`src/rtl/truth_table_sweeper.sv`:
```
// rtl/truth_table_sweeper.sv - programmable NUM_OUT x 2^NUM_IN lookup table swept row by row over valid/ready
module truth_table_sweeper #(
  parameter int NUM_IN  = 4,
  parameter int NUM_OUT = 10,
  localparam int FW     = (NUM_OUT > 1) ? $clog2(NUM_OUT) : 1,
  localparam int ROWS   = 1 << NUM_IN
) (
  input  logic               clk,
  input  logic               rst_n,
  input  logic               cfg_we,
  input  logic [FW-1:0]      cfg_fn,
  input  logic [NUM_IN-1:0]  cfg_row,
  input  logic               cfg_bit,
  input  logic               start,
  output logic               busy,
  output logic               done,
  output logic               row_valid,
  input  logic               row_ready,
  output logic [NUM_IN-1:0]  row_idx,
  output logic [NUM_OUT-1:0] row_out,
  output logic               row_last
);

  localparam logic [1:0] IDLE  = 2'd0;
  localparam logic [1:0] SWEEP = 2'd1;
  localparam logic [1:0] DONE  = 2'd2;

  localparam logic [NUM_IN-1:0] LAST_ROW = {NUM_IN{1'b1}};

  logic [1:0]      state;
  logic [ROWS-1:0] lut [NUM_OUT];

  assign busy      = (state == SWEEP);
  assign row_valid = (state == SWEEP);
  assign done      = (state == DONE);
  assign row_last  = row_valid && (row_idx == LAST_ROW);

  always_comb begin
    row_out = '0;
    for (int j = 0; j < NUM_OUT; j++) begin
      row_out[j] = lut[j][row_idx];
    end
  end

  always_ff @(posedge clk or negedge rst_n) begin
    if (!rst_n) begin
      state   <= IDLE;
      row_idx <= '0;
    end else begin
      case (state)
        IDLE: begin
          if (start) begin
            state   <= SWEEP;
            row_idx <= '0;
          end
        end
        SWEEP: begin
          // The counter stops on the last row, so row_idx never wraps inside a sweep.
          if (row_ready) begin
            if (row_idx == LAST_ROW) begin
              state <= DONE;
            end else begin
              row_idx <= row_idx + NUM_IN'(1);
            end
          end
        end
        DONE:    state <= IDLE;
        default: state <= IDLE;
      endcase
    end
  end

  // Writes land only in IDLE, which freezes the table for the whole sweep;
  // column indices beyond NUM_OUT match no column and are dropped.
  always_ff @(posedge clk or negedge rst_n) begin
    if (!rst_n) begin
      for (int j = 0; j < NUM_OUT; j++) begin
        lut[j] <= '0;
      end
    end else if (state == IDLE && cfg_we) begin
      for (int j = 0; j < NUM_OUT; j++) begin
        if (cfg_fn == FW'(j)) begin
          lut[j][cfg_row] <= cfg_bit;
        end
      end
    end
  end

endmodule

```
`config.mk`:
```
export PLATFORM = sky130hd
export DESIGN_NAME = truth_table_sweeper
export DESIGN_NICKNAME = d
export VERILOG_FILES = /design/src/rtl/truth_table_sweeper.sv
export SDC_FILE = /design/constraint.sdc
export NUM_CORES = 1
export LEC_CHECK = 0
export ABC_AREA = 1
export ABC_CLOCK_PERIOD_IN_PS = 2200
export CAP_MARGIN = 20
export CORE_MARGIN = 5
export CORE_UTILIZATION = 30
export CTS_BUF_LIST = sky130_fd_sc_hd__clkbuf_8
export CTS_CLUSTER_SIZE = 12
export DETAILED_ROUTE_END_ITERATION = 6
export HOLD_SLACK_MARGIN = 0.08
export PLACE_DENSITY_LB_ADDON = 0.05
export REMOVE_ABC_BUFFERS = 1
export SYNTH_ARGS = -nofsm -noshare
export SYNTH_HDL_FRONTEND = slang
export SYNTH_SLANG_ARGS = --single-unit
export TNS_END_PERCENT = 100
```
`constraint.sdc`:
```
create_clock -name clk -period 2.2 [get_ports clk]
set_input_delay 0.55 -clock clk [delete_from_list [all_inputs] [get_ports clk]]
set_output_delay 0.55 -clock clk [all_outputs]
set_load 0.1 [all_outputs]
```
==> run_summary.xml, run 1 <==
<?xml version="1.0" encoding="UTF-8"?>
<metrics>
  <group name="layout">
    <metric name="share_of_final_layout_standard_cells_stronger_than_drive_strength_1" unit="%">14.4</metric>
    <metric name="fillCellCount" unit="">3020</metric>
    <metric name="multi_input_comb_area" unit="um2">3980</metric>
    <metric name="area_growth_syn_to_layout" unit="%">26.0</metric>
    <metric name="net_count_final" unit="">1350</metric>
    <metric name="antenna_cells" unit="">0</metric>
    <metric name="register_area" unit="um2">4160</metric>
  </group>
  <group name="synthesis">
    <metric name="synth.lib_cells_used.distinct" unit="">17</metric>
    <metric name="ys_top_cells_by_area" unit="">sky130_fd_sc_hd__dfrtp_1 (47%), sky130_fd_sc_hd__nand2_1 (16%), sky130_fd_sc_hd__o21ai_0 (9.4%)</metric>
    <metric name="synth.top_cell.area_share" unit="%">47.3</metric>
    <metric name="syn-instance-count" unit="">1271</metric>
    <metric name="ys.warnings.count" unit="">0</metric>
    <metric name="yosysTopAreaCell" unit="">sky130_fd_sc_hd__dfrtp_1</metric>
    <metric name="synth_top_flop_cell" unit="">sky130_fd_sc_hd__dfrtp_1</metric>
    <metric name="synth-edff-count" unit="">0</metric>
    <metric name="synth.ff_latch_count" unit="">166</metric>
    <metric name="avg_cell_area_syn" unit="um2">6.91</metric>
    <metric name="synth_area" unit="um2">8780</metric>
    <metric name="synth-seq-area-share" unit="%">47.3</metric>
    <metric name="post-synth-top-count-cell" unit="">sky130_fd_sc_hd__nand2_1</metric>
    <metric name="synthArstFlopShare" unit="%">100</metric>
    <metric name="yosys-top-cells-count" unit="">sky130_fd_sc_hd__nand2_1 (372), sky130_fd_sc_hd__nor2_1 (179), sky130_fd_sc_hd__inv_1 (176)</metric>
  </group>
  <group name="placed_design">
    <metric name="place.port_buffers" unit="">31</metric>
    <metric name="dp_hpwl" unit="um">18300</metric>
    <metric name="gp_congestion" unit="">0.763</metric>
  </group>
  <group name="sta">
    <metric name="finalMaxSlewViolations" unit="">0</metric>
    <metric name="timing_hold_violations_final" unit="">0</metric>
    <metric name="worst-slew-pin-transition" unit="ns">0.523</metric>
    <metric name="rsz0062_at_grt" unit="">true</metric>
    <metric name="worst_clock_skew" unit="ns">0.0158</metric>
    <metric name="worst_slack" unit="ns">-0.329</metric>
    <metric name="period_share" unit="%">115</metric>
    <metric name="achievable-frequency" unit="MHz">395</metric>
    <metric name="finalSetupTns" unit="ns">-3.24</metric>
    <metric name="remaining_max_slew_budget_at_the_tightest_pin" unit="%">64.8</metric>
    <metric name="post-route-min-period" unit="ns">2.53</metric>
    <metric name="setup_viol" unit="">11</metric>
    <metric name="hold-worst-slack" unit="ns">0.521</metric>
  </group>
  <group name="worst_setup_path">
    <metric name="worst-endpoint-arrival" unit="ns">1.98</metric>
    <metric name="crit_fanout" unit="">8</metric>
    <metric name="worstSetupStartpointType" unit="">flip-flop</metric>
    <metric name="regToRegStartpoint" unit="">row_idx[0]</metric>
    <metric name="worstSetupEndpointType" unit="">output port</metric>
    <metric name="critical_path_class" unit="">reg -&gt; out</metric>
    <metric name="crit_path_start" unit="">row_idx[0]</metric>
    <metric name="worst_ep_required_time" unit="ns">1.65</metric>
  </group>
  <group name="die">
    <metric name="placement_rows" unit="">62</metric>
    <metric name="core-area" unit="um2">28800</metric>
    <metric name="pin_count" unit="">32</metric>
    <metric name="floorplan.die.height" unit="um">181</metric>
    <metric name="width_of_the_die" unit="um">181</metric>
    <metric name="start_util" unit="%">30.5</metric>
    <metric name="die-area" unit="um2">32800</metric>
  </group>
  <group name="grt">
    <metric name="grt_first_pass_wirelength" unit="um">46700</metric>
    <metric name="grt.total_usage" unit="%">18.2</metric>
    <metric name="number_of_global_route_vias_before_repair" unit="">7824</metric>
    <metric name="grt_start_max_net_pins" unit="">49</metric>
    <metric name="antenna_found_initial" unit="">0</metric>
    <metric name="grt-ovfl-total" unit="">0</metric>
  </group>
  <group name="drt">
    <metric name="routed_wirelength" unit="um">29700</metric>
    <metric name="drt_pre_antenna_iters" unit="">5</metric>
    <metric name="avgRoutedWirePerCell" unit="um">17.1</metric>
    <metric name="drc_errors" unit="">0</metric>
    <metric name="ant_nets" unit="">0</metric>
    <metric name="vias_per_cell" unit="">4.61</metric>
    <metric name="routed-via-count" unit="">7986</metric>
    <metric name="drt_iter0_markers" unit="">629</metric>
  </group>
  <group name="power">
    <metric name="pwr_density" unit="nW/um2">1080</metric>
    <metric name="p_leak" unit="uW">0.00503</metric>
    <metric name="worst_case_vdd_ir_drop" unit="mV">0.578</metric>
  </group>
  <group name="clocking">
    <metric name="cts.root.buffer_cell" unit="">sky130_fd_sc_hd__clkbuf_8</metric>
    <metric name="htreeDepth" unit="">4</metric>
    <metric name="clkTransAtPathRegs" unit="ns">0.12</metric>
    <metric name="numClockSinks" unit="">166</metric>
    <metric name="insertion_delay" unit="ns">0.48</metric>
    <metric name="cts_made_buffers" unit="">17</metric>
    <metric name="cts-root-to-sink-buffers" unit="">2</metric>
    <metric name="cts_tree" unit="">built</metric>
  </group>
  <group name="run_status">
    <metric name="failed_checks" unit="">setup timing</metric>
    <metric name="outcome" unit="">finished with violations</metric>
  </group>
  <group name="run">
    <metric name="maxCapViolations" unit="">0</metric>
  </group>
  <group name="min_path">
    <metric name="hold_path_start" unit="">cfg_bit</metric>
    <metric name="min_path_type" unit="">in -&gt; reg</metric>
  </group>
</metrics>
## final cells by class
class | instances | share of cell area (%)
sequential | 166 | 37.6
timing repair buffer | 106 | 12.3
multi-input combinational | 866 | 36.0
inverter | 178 | 6.11
clock inverter | 15 | 1.62
clock buffer | 17 | 2.11
tap | 384 | 4.34
## flip-flops by register name, summed over array words and instances (netlist names)
register / count
lut: 160
state: 2
row_idx: 4
## critical path, stage by stage, from the launching register on
cell	delay, ns
sky130_fd_sc_hd__dfrtp_4	0.54
sky130_fd_sc_hd__inv_8	0.10
sky130_fd_sc_hd__buf_6	0.13
sky130_fd_sc_hd__clkbuf_16	0.17
sky130_fd_sc_hd__nand2_1	0.06
sky130_fd_sc_hd__nand3_1	0.06
sky130_fd_sc_hd__nand3_1	0.08
sky130_fd_sc_hd__nand3_1	0.10
sky130_fd_sc_hd__nand2_2	0.09
sky130_fd_sc_hd__buf_12	0.17
## stage by stage
step / total power, uW / cells / utilization [%] / setup WS [ns] / cell area [um2]
finish: 11900 / 1732 / 38.5 / -0.329 / 11100
global route: 12500 / 1732 / 38.5 / -0.412 / 11100
CTS: 11700 / 1730 / 37.7 / -0.364 / 10900
detailed placement: 8550 / 1688 / 35.0 / 0.00244 / 10100
global placement: 8550 / 1688 / 35.0 / 0.0436 / 10100
floorplan: 6130 / 1210 / - / -3.11 / 8490
## cell usage in the layout, fill, tap and decap left out, types with 3 or more instances in the layout
cell and n:
sky130_fd_sc_hd__nand2_1 354, sky130_fd_sc_hd__nor2_1 178, sky130_fd_sc_hd__inv_1 175, sky130_fd_sc_hd__o21ai_0 165, sky130_fd_sc_hd__dfrtp_1 164, sky130_fd_sc_hd__nand3_1 100
sky130_fd_sc_hd__buf_4 52, sky130_fd_sc_hd__nand3_2 43, sky130_fd_sc_hd__buf_12 30, sky130_fd_sc_hd__clkbuf_8 17, sky130_fd_sc_hd__nand2_2 15, sky130_fd_sc_hd__clkdlybuf4s50_1 11
sky130_fd_sc_hd__inv_8 6, sky130_fd_sc_hd__inv_6 5, sky130_fd_sc_hd__buf_16 5, sky130_fd_sc_hd__buf_6 4, sky130_fd_sc_hd__nand2_4 3
## cell families (layout without fill, tap and decap cells)
group	after synthesis	in the layout	synth area share (%)
buffers and inverters	239	316	10.9
DFF	166	166	47.3
AOI/OAI and AO/OA	166	166	9.49
xor gates and xnor gates	2	2	0.199
and+or+nand+nor	697	697	32.0
adders and majority gates	1	1	0.142
## metal layers
metal  global-route usage [%]  vias up  share of wire, %
met5                        0        -                 0
met4                     4.14        0               1.1
li1                         -     4047                 -
met3                     2.51       24               3.4
met2                     28.2      140                45
met1                     27.1     3775                51
## power breakdown
group	internal [uW]	total (uW)	switching, uW
combinational	2240	6310	4070
sequential	3110	3170	62.9
clock	1060	2440	1370
## repair_timing
action | 4_1_cts | 5_1_grt
pin swaps | 17 | 18
endpoints found under the setup margin | 11 | 11
resized for setup | 53 | 36
gates cloned | 4 | 2
hold buffers | 1 | 0
hold endpoints to repair | 34 | 0
setup buffers | 6 | 0
## worst paths after layout
path / cells after the start / to / slack (ns)
min: 3 / lut[44] / 0.52
min reg2reg: 2 / lut[129] / 0.54
max reg2reg: 8 / row_idx[0] / 0.49
min in group asynchronous: 2 / lut[80] / 0.54
max: 9 / row_out[3] / -0.33
max in group asynchronous: 3 / row_idx[0] / 0.97
Note: power is estimated with default switching activity, not from simulation.
==> run 2: changes to the inputs <==
--- a/config.mk
+++ b/config.mk
@@ -8,7 +8,6 @@
 export ABC_AREA = 1
 export ABC_CLOCK_PERIOD_IN_PS = 2200
 export CAP_MARGIN = 20
-export CORE_MARGIN = 5
 export CORE_UTILIZATION = 30
 export CTS_BUF_LIST = sky130_fd_sc_hd__clkbuf_8
 export CTS_CLUSTER_SIZE = 12
==> run 2 against run 1 <==
Effect of this change:
- the run still ends with setup timing left
- first-iteration DRC count is 7.8% lower
- sequential cell count did not move
- sequential power hardly changed
- critical path depth did not move
- register-to-register slack got worse by 0.12 ns
- worst setup slack got worse by 0.050 ns
- combinational power up 9.8%
- critical endpoint unchanged
- highest routed layer unchanged
==> run_summary.xml, run 2 (synthesis gave the netlist of run 1 again) <==
<?xml version="1.0" encoding="UTF-8"?>
<metrics>
  <group name="sta">
    <metric name="worst_clock_skew" unit="ns">0.0156</metric>
    <metric name="rsz0062_at_grt" unit="">true</metric>
    <metric name="remaining_max_slew_budget_at_the_tightest_pin" unit="%">65.5</metric>
    <metric name="period_share" unit="%">117</metric>
    <metric name="setup_viol" unit="">11</metric>
    <metric name="achievable-frequency" unit="MHz">388</metric>
    <metric name="finalSetupTns" unit="ns">-3.89</metric>
    <metric name="finalMaxSlewViolations" unit="">0</metric>
    <metric name="worst_slack" unit="ns">-0.379</metric>
    <metric name="post-route-min-period" unit="ns">2.58</metric>
    <metric name="hold-worst-slack" unit="ns">0.525</metric>
    <metric name="worst-slew-pin-transition" unit="ns">0.511</metric>
    <metric name="timing_hold_violations_final" unit="">0</metric>
  </group>
  <group name="layout">
    <metric name="final_cell_mix" unit="">sky130_fd_sc_hd__nand2_1 (336), sky130_fd_sc_hd__nor2_1 (178), sky130_fd_sc_hd__inv_1 (176)</metric>
    <metric name="area_growth_syn_to_layout" unit="%">30.4</metric>
    <metric name="antenna_cells" unit="">0</metric>
    <metric name="net_count_final" unit="">1363</metric>
    <metric name="stdcell_area" unit="um2">11500</metric>
    <metric name="reg.largest.list" unit="">lut (160), row_idx (4), state (2)</metric>
    <metric name="fin_util" unit="%">39.8</metric>
    <metric name="share_of_final_layout_standard_cells_stronger_than_drive_strength_1" unit="%">18.1</metric>
    <metric name="final_common_cell" unit="">sky130_fd_sc_hd__nand2_1</metric>
    <metric name="largest_reg_flops" unit="">160</metric>
    <metric name="register_with_the_highest_flop_count" unit="">lut</metric>
  </group>
  <group name="die">
    <metric name="width_of_the_die" unit="um">173</metric>
    <metric name="placement_rows" unit="">62</metric>
    <metric name="core-area" unit="um2">28800</metric>
    <metric name="die-area" unit="um2">30000</metric>
    <metric name="floorplan.die.height" unit="um">173</metric>
    <metric name="start_util" unit="%">30.5</metric>
    <metric name="pin_count" unit="">32</metric>
  </group>
  <group name="min_path">
    <metric name="min_path_type" unit="">in -&gt; reg</metric>
  </group>
  <group name="run_status">
    <metric name="failed_checks" unit="">setup timing</metric>
    <metric name="outcome" unit="">finished with violations</metric>
  </group>
  <group name="clocking">
    <metric name="cts_tree" unit="">built</metric>
    <metric name="cts_made_buffers" unit="">17</metric>
    <metric name="htreeDepth" unit="">4</metric>
    <metric name="clkTransAtPathRegs" unit="ns">0.11</metric>
    <metric name="numClockSinks" unit="">166</metric>
    <metric name="cts-root-to-sink-buffers" unit="">2</metric>
    <metric name="cts.root.buffer_cell" unit="">sky130_fd_sc_hd__clkbuf_8</metric>
    <metric name="insertion_delay" unit="ns">0.48</metric>
  </group>
  <group name="power">
    <metric name="worst_case_vdd_ir_drop" unit="mV">1.05</metric>
    <metric name="combinationalPowerShare" unit="%">56.1</metric>
    <metric name="power.total" unit="uW">12400</metric>
    <metric name="switching_share" unit="%">46.5</metric>
    <metric name="power_switching" unit="uW">5750</metric>
    <metric name="clock_power_share" unit="%">18.1</metric>
    <metric name="cellInternalPower" unit="uW">6600</metric>
    <metric name="p_leak" unit="uW">0.00524</metric>
    <metric name="pwr_density" unit="nW/um2">1080</metric>
    <metric name="seq_power_share" unit="%">25.7</metric>
  </group>
  <group name="worst_setup_path">
    <metric name="crit_fanout" unit="">6</metric>
    <metric name="r2r_setup_slack" unit="ns">0.37</metric>
    <metric name="worst_ep_required_time" unit="ns">1.65</metric>
    <metric name="critical_path_class" unit="">reg -&gt; out</metric>
    <metric name="worstSetupEndpointType" unit="">output port</metric>
    <metric name="worstSetupStartpointType" unit="">flip-flop</metric>
    <metric name="worst-endpoint-arrival" unit="ns">2.03</metric>
  </group>
  <group name="drt">
    <metric name="avgRoutedWirePerCell" unit="um">18.1</metric>
    <metric name="routed_wirelength" unit="um">31500</metric>
    <metric name="drc_errors" unit="">0</metric>
    <metric name="drt_iter0_markers" unit="">580</metric>
    <metric name="vias_per_cell" unit="">4.67</metric>
    <metric name="routed-via-count" unit="">8145</metric>
    <metric name="drt_pre_antenna_iters" unit="">5</metric>
    <metric name="ant_nets" unit="">0</metric>
  </group>
  <group name="grt">
    <metric name="grt_first_pass_wirelength" unit="um">48300</metric>
    <metric name="number_of_global_route_vias_before_repair" unit="">7862</metric>
    <metric name="grt.total_usage" unit="%">21.5</metric>
    <metric name="grt_start_max_net_pins" unit="">44</metric>
    <metric name="use_met3" unit="%">2.81</metric>
    <metric name="global_route.usage.met1" unit="%">31.5</metric>
    <metric name="grt_most_used_layer" unit="">met2</metric>
    <metric name="grt-ovfl-total" unit="">0</metric>
    <metric name="global_route.usage.met2" unit="%">32.9</metric>
    <metric name="antenna_found_initial" unit="">0</metric>
  </group>
  <group name="placed_design">
    <metric name="gp_congestion" unit="">0.777</metric>
    <metric name="dp_hpwl" unit="um">18800</metric>
    <metric name="place.port_buffers" unit="">31</metric>
    <metric name="placed_area" unit="um2">10200</metric>
  </group>
  <group name="run">
    <metric name="maxCapViolations" unit="">0</metric>
  </group>
</metrics>
## run 2: cell count changes in the layout (fill, tap and decap cells not counted), sizes merged
cell	before	now
clkinv	5	9
clkinvlp	0	2
bufinv	2	1
inv	186	180
buf	92	104
clkbuf	19	21
## run 2: layout make-up
type / instances / area, um2
Inverter: 178 / 681
Fill cell: 2979 / 17300
Clock inverter: 14 / 128
Tap cell: 384 / 480
Sequential cell: 166 / 4160
Multi-Input combinational cell: 866 / 4140
Clock buffer: 18 / 248
Timing Repair Buffer: 119 / 1620
## run 2: through the flow
stage	setup WS [ns]	std cells
after global placement	-0.0124	1696
after floorplan	-3.11	1210
after global routing	-0.467	1745
final	-0.379	1745
after detailed placement	-0.00532	1696
after CTS	-0.395	1743
## run 2: path summary, 6_finish.rpt
kind,start,endpoint,depth (start not counted)
min,cfg_bit,lut[48],3
min reg2reg,lut[140],lut[140],2
max reg2reg,row_idx[0],row_idx[2],8
max,row_idx[0],row_out[3],9
min in group asynchronous,rst_n,lut[107],2
max in group asynchronous,rst_n,lut[122],3
## run 2: critical path, cell delays in order (launching register included)
cell	delay, ns
sky130_fd_sc_hd__dfrtp_4	0.53
sky130_fd_sc_hd__clkinv_8	0.13
sky130_fd_sc_hd__buf_12	0.17
sky130_fd_sc_hd__buf_16	0.14
sky130_fd_sc_hd__nand2_1	0.05
sky130_fd_sc_hd__nand3_1	0.08
sky130_fd_sc_hd__nand3_2	0.09
sky130_fd_sc_hd__nand3_1	0.09
sky130_fd_sc_hd__nand2_2	0.10
sky130_fd_sc_hd__buf_12	0.17
## run 2: power groups by stage
stage | Clock (uW) | Combinational, uW | Sequential [uW]
6_report | 2240 | 6930 | 3180
5_1_grt | 2420 | 7250 | 3190
4_1_cts | 2320 | 6440 | 3180
3_5_place_dp | 0 | 5390 | 3210
3_3_place_gp | 0 | 5410 | 3210
2_1_floorplan | 0 | 2430 | 3710
## run 2: routing by layer
layer / wire length [um] / share of wire [%]
met1: 15800 / 50
met2: 14100 / 45
met3: 1010 / 3.2
met4: 609 / 1.9
met5: 0 / 0
## run 2: what timing repair did
| item | in CTS | in global routing |
|---|---|---|
| cloned | 9 | 3 |
| setup endpoints to repair | 11 | 11 |
| pin swaps | 18 | 44 |
| hold buffers | 1 | 0 |
| buffers inserted | 5 | 0 |
| hold endpoints to repair | 36 | 0 |
| resized for setup | 43 | 87 |
